### config.mk
export PLATFORM = sky130hd
export DESIGN_NAME = mem_rr_arbiter
export DESIGN_NICKNAME = d
export VERILOG_FILES = /design/src/rtl/mem_rr_arbiter.sv
export SDC_FILE = /design/constraint.sdc
export NUM_CORES = 1
export LEC_CHECK = 0
export ABC_AREA = 1
export CAP_MARGIN = 25
export CORE_ASPECT_RATIO = 0.6
export CORE_UTILIZATION = 30
export CTS_BUF_LIST = sky130_fd_sc_hd__clkbuf_2 sky130_fd_sc_hd__clkbuf_4 sky130_fd_sc_hd__clkbuf_8
export DETAILED_ROUTE_END_ITERATION = 16
export PLACE_DENSITY = 0.55
export SLEW_MARGIN = 10
export SYNTH_ARGS = -nofsm -noshare
export SYNTH_HDL_FRONTEND = slang
export SYNTH_SLANG_ARGS = --single-unit
### constraint.sdc
create_clock -name clk -period 4.2 [get_ports clk]
set_clock_uncertainty 0.1 [all_clocks]
set_input_delay 1.05 -clock clk [delete_from_list [all_inputs] [get_ports clk]]
set_output_delay 1.05 -clock clk [all_outputs]
set_load 0.03 [all_outputs]
### src/rtl/mem_rr_arbiter.sv
// Round-robin arbiter sharing one single-port synchronous RAM among NCORES requesters.
// One transaction at a time: latch, issue for one cycle, optional read wait, done pulse.
module mem_rr_arbiter #(
    parameter int NCORES = 3,
    parameter int AW     = 8,
    parameter int DW     = 8,
    parameter int RD_LAT = 1
) (
    input  logic                 clk,
    input  logic                 rst,
    input  logic [NCORES-1:0]    req,
    input  logic [NCORES-1:0]    we,
    input  logic [NCORES*AW-1:0] addr,
    input  logic [NCORES*DW-1:0] wdata,
    input  logic [DW-1:0]        ram_q,
    output logic [AW-1:0]        ram_addr,
    output logic [DW-1:0]        ram_din,
    output logic                 ram_wren,
    output logic [NCORES-1:0]    gnt,
    output logic [NCORES-1:0]    done,
    output logic [DW-1:0]        rdata,
    output logic                 busy
);

    localparam int PW = (NCORES > 1) ? $clog2(NCORES) : 1;
    localparam int CW = (RD_LAT > 1) ? $clog2(RD_LAT) : 1;

    typedef enum logic [1:0] {IDLE, ISSUE, WAIT, DONE} state_t;

    state_t          state, state_n;
    logic [PW-1:0]   ptr, ptr_n, cur, cur_n, win;
    logic [CW-1:0]   cnt, cnt_n;
    logic            lat_we, lat_we_n, found, last_wait;
    int unsigned     idx;

    logic [NCORES-1:0] gnt_n, done_n;
    logic [DW-1:0]     rdata_n, ram_din_n;
    logic [AW-1:0]     ram_addr_n;
    logic              ram_wren_n, busy_n;

    // First requester at or after ptr, wrapping modulo NCORES.
    always_comb begin
        win   = '0;
        found = 1'b0;
        idx   = 0;
        for (int unsigned k = 0; k < NCORES; k++) begin
            idx = (32'(ptr) + k) % NCORES;
            if (!found && req[PW'(idx)]) begin
                win   = PW'(idx);
                found = 1'b1;
            end
        end
    end

    assign last_wait = (cnt == CW'(RD_LAT - 1));

    always_ff @(posedge clk or posedge rst) begin
        if (rst) begin
            state    <= IDLE;
            ptr      <= '0;
            cur      <= '0;
            cnt      <= '0;
            lat_we   <= 1'b0;
            gnt      <= '0;
            done     <= '0;
            rdata    <= '0;
            ram_addr <= '0;
            ram_din  <= '0;
            ram_wren <= 1'b0;
            busy     <= 1'b0;
        end else begin
            state    <= state_n;
            ptr      <= ptr_n;
            cur      <= cur_n;
            cnt      <= cnt_n;
            lat_we   <= lat_we_n;
            gnt      <= gnt_n;
            done     <= done_n;
            rdata    <= rdata_n;
            ram_addr <= ram_addr_n;
            ram_din  <= ram_din_n;
            ram_wren <= ram_wren_n;
            busy     <= busy_n;
        end
    end

    always_comb begin
        state_n = state;
        case (state)
            IDLE:    if (found) state_n = ISSUE;
            ISSUE:   state_n = lat_we ? DONE : WAIT;
            WAIT:    if (last_wait) state_n = DONE;
            DONE:    state_n = IDLE;
            default: state_n = IDLE;
        endcase
    end

    // Outputs are registered, so each value here is what the next state presents.
    always_comb begin
        ptr_n      = ptr;
        cur_n      = cur;
        cnt_n      = cnt;
        lat_we_n   = lat_we;
        gnt_n      = gnt;
        rdata_n    = rdata;
        ram_addr_n = ram_addr;
        ram_din_n  = ram_din;
        ram_wren_n = 1'b0;
        busy_n     = (state_n != IDLE);
        done_n     = (state_n == DONE) ? gnt : '0;
        case (state)
            IDLE: begin
                if (found) begin
                    cur_n      = win;
                    gnt_n      = NCORES'(1) << win;
                    lat_we_n   = we[win];
                    ram_addr_n = addr[int'(win)*AW +: AW];
                    ram_din_n  = wdata[int'(win)*DW +: DW];
                    ram_wren_n = we[win];
                end else begin
                    gnt_n = '0;
                end
            end
            ISSUE: cnt_n = '0;
            WAIT: begin
                cnt_n = cnt + 1'b1;
                if (last_wait) rdata_n = ram_q;
            end
            DONE: begin
                gnt_n = '0;
                ptr_n = (cur == PW'(NCORES - 1)) ? '0 : cur + 1'b1;
            end
            default: ;
        endcase
    end

endmodule

* Word level (Yosys, flattened, before mapping)
Index checks and enable logic that the tools add are counted.
** Storage, ports and cells
- Bits in registers :: 40
- Input bits :: 64
- Output and inout bits :: 32
- Logic and storage cells :: 67
** Operators by class
- $add $sub $neg :: 4
- Div/mod/pow operators :: 3
- $lt $le $gt $ge :: 4
- Eq/ne operators :: 5
- Shifts and indexed selects :: 3
- Muxes and demuxes :: 25
- Bitwise operators :: 1
- Reduce and logical (&&, ||, !) cells :: 10
** Operator list (number)
- $mod A32 B2 Y32 const B :: 2
- $shiftx A24 B6 Y8 :: 2
- $mod A2 B2 Y32 const B :: 1
- $lt A2 B3 Y1 const B :: 4
- $mux W2 :: 6
- $mux W1 :: 10
- $bmux W1 S2 :: 4
- $eq A2 B2 Y1 const B :: 4
- $pmux W2 S4 :: 1
- $mux W3 :: 2
- $pmux W3 S2 :: 1
- $reduce_bool A2 Y1 :: 3
- $reduce_and A2 Y1 :: 2
- $add A2 B1 Y3 const B :: 1
- $add A2 B2 Y3 const B :: 1
- $shl A1 B2 Y3 const A :: 1
- $add A2 B1 Y2 const B :: 1
- $eq A2 B1 Y1 const B :: 1
- $logic_and A1 B1 Y1 :: 2
- $logic_not A1 Y1 :: 2
- $logic_not A2 Y1 :: 1
- $pmux W1 S2 :: 1
- $add A1 B1 Y1 const B :: 1
- $not A1 Y1 :: 1

* Depth between registers and ports, before layout
- Depth after elaboration :: 14
- Depth in mapped cells :: 15
- Gate-level depth less buffers :: 13

* Worst setup path before layout
OpenSTA, ideal clock, no wires.
- Kind :: input port to flip-flop
- Start point :: input port req[2]
- End point :: register ram_addr[7]
- Setup time :: 0.120 ns
- Arrival time :: 2.068 ns
- Data required time :: 3.980 ns
- Setup slack :: 1.912 ns
- Stages on the path :: 11
- Path buffers :: 2
- Cells stage by stage :: inv_1 > o21ai_1 > nand2_2 > nand2_4 > nor2_4 > nand2_2 > nand2_2 > buf_6 > buf_12 > a21oi_2 > a21oi_2
** On the way
- Cells in the longest elaborated chain, start to end :: 10
- Elaborated cells between the ends (all ways) :: 18
- Those cells by class :: shift (1); mux (12); reduce/logical (5)
** Ends and longest elaborated chain
- start: declaration :: RTL line 11 : input logic [NCORES-1:0] req,
- $bmux W1 S2 :: RTL line 48 : if (!found && req[PW'(idx)]) begin
- $mux W1 (implied by the code) :: RTL line 48
- $mux W1 :: RTL line 48
- $logic_not A1 Y1 :: RTL line 48
- $logic_and A1 B1 Y1 :: RTL line 48
- $mux W1 :: RTL line 48
- $logic_not A1 Y1 :: RTL line 48
- $logic_and A1 B1 Y1 :: RTL line 48
- $mux W2 / $mux W1 (equally long branches) :: RTL line 48
- $shiftx A24 B6 Y8 / $reduce_and A2 Y1 (equally long branches)
- end signal: assignment :: RTL line 80 : ram_addr <= ram_addr_n;
- end: declaration :: RTL line 16 : output logic [AW-1:0] ram_addr,
Parallel ways exist; a longest one is shown, timed or not. The select of a mux whose other input is x is not followed.
A chain may end at the register's enable or synchronous reset.

* Final worst setup path
- Start point :: input port req[2]
- End point :: register ram_addr[6]
The elaborated chain is that of the path after synthesis.

==> summary.md <==
| Metric | Value |
|---|---|
| Outcome | `completed` |
| Routed via count | `roughly 2200` |
| Flop and latch count out of synthesis | `40` |
| CTS Buf Count | `5` |
| Critical Path Most Common Cell | `nand2_2` |
| Sequential share of the synthesized area | `41.3%` |
| CORE AREA | `approximately 7500 um2` |
| Number of buffers and inverters on the critical path | `3` |
| Met2 Resource Use GR | `22.8%` |
| Gate count of the mapped netlist | `290` |
| Met1 usage in global routing | `23.6%` |
| Resized Gates After CTS | `0` |
| Wire length of the first global-routing pass | `between 10000 and 15000 um` |
| Share of cells above drive strength 1 | `14.4%` |
| Synth Cell Area | `2420 um2` |
| Initial antenna violation count | `0` |
| Worst VDD drop | `0.289 mV` |
| GR Util All Layers | `16.0%` |
| Max-Slew Margin vs Limit | `43.8%` |
| Die outline height | `71.6 um` |
| Aggregate routed wire length | `between 6000 and 7000 um` |
| Synth-to-Final Area Change | `45.9%` |
| Cell accounting for the most synthesized area | `dfrtp_1` |
| Maximum operating frequency | `0.323 GHz` |
| CTS clk-pin slew, worst paths | `0.08 ns` |
| Number of violations reported at the end of detailed-routing iteration 0 | `115` |
| Nature of the critical path endpoint | `register` |
| Number of detailed-routing iterations run before antenna repair | `4` |
| Count of different cell masters after synthesis | `30` |
| Root Buffer | `clkbuf_8` |
| Power Density | `901 nW/um2` |
| CP Launch Type | `input port` |
| MaxCap Viol Count | `0` |
| Maximum fanout encountered on the critical timing path | `20` |
| Post-route DRC violation count | `0` |
| Final worst path period share | `73.8%` |
| Post-detailed-placement half-perimeter wirelength | `~4800 um` |
| CTS tree | `done` |
| Net count of the mapped netlist | `362` |
| Synth warnings | `0` |
| Most common cell in the netlist | `inv_1` |
| Most instantiated cells after synthesis | `inv_1, nand3_1, dfrtp_1, nand2_1, nor2_1` |
| Async SR Flop Fraction | `between 90% and 100%` |
| Maximum root-to-sink buffer count | `2` |
| Setup TNS | `0 ns` |
| Met3 global-route usage | `between 5 and 6%` |
| Clock latency reported for the late side of the worst-skew pair | `0.29 ns` |
| Largest incremental delay on the critical path | `a little over 0.5 ns` |
| I/O pin count | `96` |
| Row cnt | `24` |
| Vias per inst | `4.45` |
| Cell family with most CP delay | `buffers and inverters` |
| Transition time at the pin with the least slew margin | `~0.84 ns` |
| Overall die area | `8450 um2` |
| Post-CTS Repair Setup Buffers | `0` |
| Leading register cell type out of synthesis | `dfrtp_1` |
| Cell types occupying the most area after synthesis | `dfrtp_1, nand3_1, inv_1` |
| Crit-path slowest cell | `clkdlybuf4s50_1` |
| Worst-case hold slack | `0.398 ns` |
| Path type of the worst min-delay path | `reg2reg` |
| Area of all placed cells without fillers | `3530 um2` |
| RSZ-0062 raised after global routing | `false` |
| Number of slew-limit violations in the final report | `0` |
| Quantity of I/O buffers inserted on ports | `95` |
| Cell-by-cell listing of the critical path | `clkdlybuf4s50_1, inv_1, o21ai_1, nand2_2, nand2_4, nor2_4, nand2_2, nand2_2, inv_2, nand3_1, a21oi_1` |
| Width of the die | `118 um` |
| Post-synth EDFFs | `0` |
| Critical Path RT | `around 4.3 ns` |
| Routed len/inst | `13.2 um` |
| Hold violation count in the final report | `0` |
| Proportion of netlist area held by the largest area contributor | `41.3%` |
| Leak Pwr | `1.65 nW` |
| Antenna diodes | `0` |
| Post-Syn Area per Cell | `around 8.3 um2` |
| Post-place instance area | `3410 um2` |
| Worst setup margin | `1.10 ns` |
| Global route overflow | `0` |
| Data arrival time of the critical path | `3.22 ns` |
| DRT antenna net count | `0` |
| Placement-stage worst setup slack | `between 0.7 and 0.8 ns` |
| Routability congestion estimate | `0.820` |
| Finish-stage setup viols | `0` |
| Net count of the finished layout | `454` |
| Shortest clock period the worst path allows after layout | `3.10 ns` |
| Kind of critical path | `in2reg` |
| Number of H-tree levels | `2` |
| Initial Utilization | `between 30% and 40%` |
| Number of buffers inserted by hold repair at cts | `0` |
| Number of global-route vias before repair | `2046` |
| Most crowded layer after global routing | `met1` |
| Largest net degree at the start of global routing | `41` |
| TritonCTS Sinks | `40` |
## final cells by class
class                      count  area [um2]
clock buffer                   6        82.6
clock inverter                 2        38.8
fill                         765        4010
inverter                      54         203
multi-input combinational    186        1130
sequential                    40        1000
tap                          104         130
timing repair buffer          95         951
## layer usage
metal | part of all wire (%) | up-vias
met5 | 0 | -
met1 | 52 | 961
li1 | - | 1110
met4 | 0.76 | 0
met3 | 7.7 | 7
met2 | 39 | 91
## path summary, 6_finish.rpt
kind                            slack (ns)  depth (start not counted)     endpoint  startpoint
worst max register to register        1.47                          9       lat_we      ptr[0]
max in group asynchronous             2.32                          2  ram_addr[6]         rst
worst min-delay path                  0.40                          2          cnt         cnt
worst max-delay path                  1.10                         11  ram_addr[6]      req[2]
min in group asynchronous             1.15                          2     rdata[1]         rst
worst min register to register        0.40                          2          cnt         cnt
## placed cells by master (no fill, tap or decap), drive strengths merged
master	n
nand4	2
nand3b	1
nor3	1
a31oi	1
a21boi	1
o31ai	1
o22ai	1
inv	54
nand2	48
clkbuf	6
nor2	24
mux2	8
a21oi	35
ha	8
clkdlybuf4s50	95
nand3	46
dfrtp	40
clkinv	1
bufinv	1
o21ai	9
## worst min-delay path: cells and delay by family, from the launching register on
kind             cells  cell delay, ns
AO/OA/AOI/OAI        1            0.06
flip-flops           1            0.35
AND/OR/NAND/NOR      1            0.05
## metrics by stage
stage	util [%]	total power, W	cells
final	46.9	0.00318	487
after global routing	46.9	0.00346	487
after CTS	46.9	0.00322	487
after detailed placement	45.3	0.00287	479
after global placement	45.3	0.00286	479
after floorplan	-	0.00232	290
## kinds of logic (layout without fill, tap and decap cells)
group           after synthesis  count (layout)  share of synthesized area, %
mux                           8               8                          3.72
simple gates                122             122                          25.6
flops                        40              40                          41.3
buf+inv                      64             157                          12.1
fa+ha+maj                     8               8                          4.13
compound gates               48              48                          13.0
## sequential cells by signal (all words and copies together) (netlist names)
signal    cells
busy          1
cnt           1
cur           2
done          3
gnt           3
lat_we        1
ptr           2
ram_addr      8
ram_din       8
ram_wren      1
rdata         8
state         2
## power by group
part	internal [W]	switching, W
sequential	0.000575	0.0000973
combinational	0.000773	0.00140
clock	0.000194	0.000142
Power figures use the tool's default switching activity.
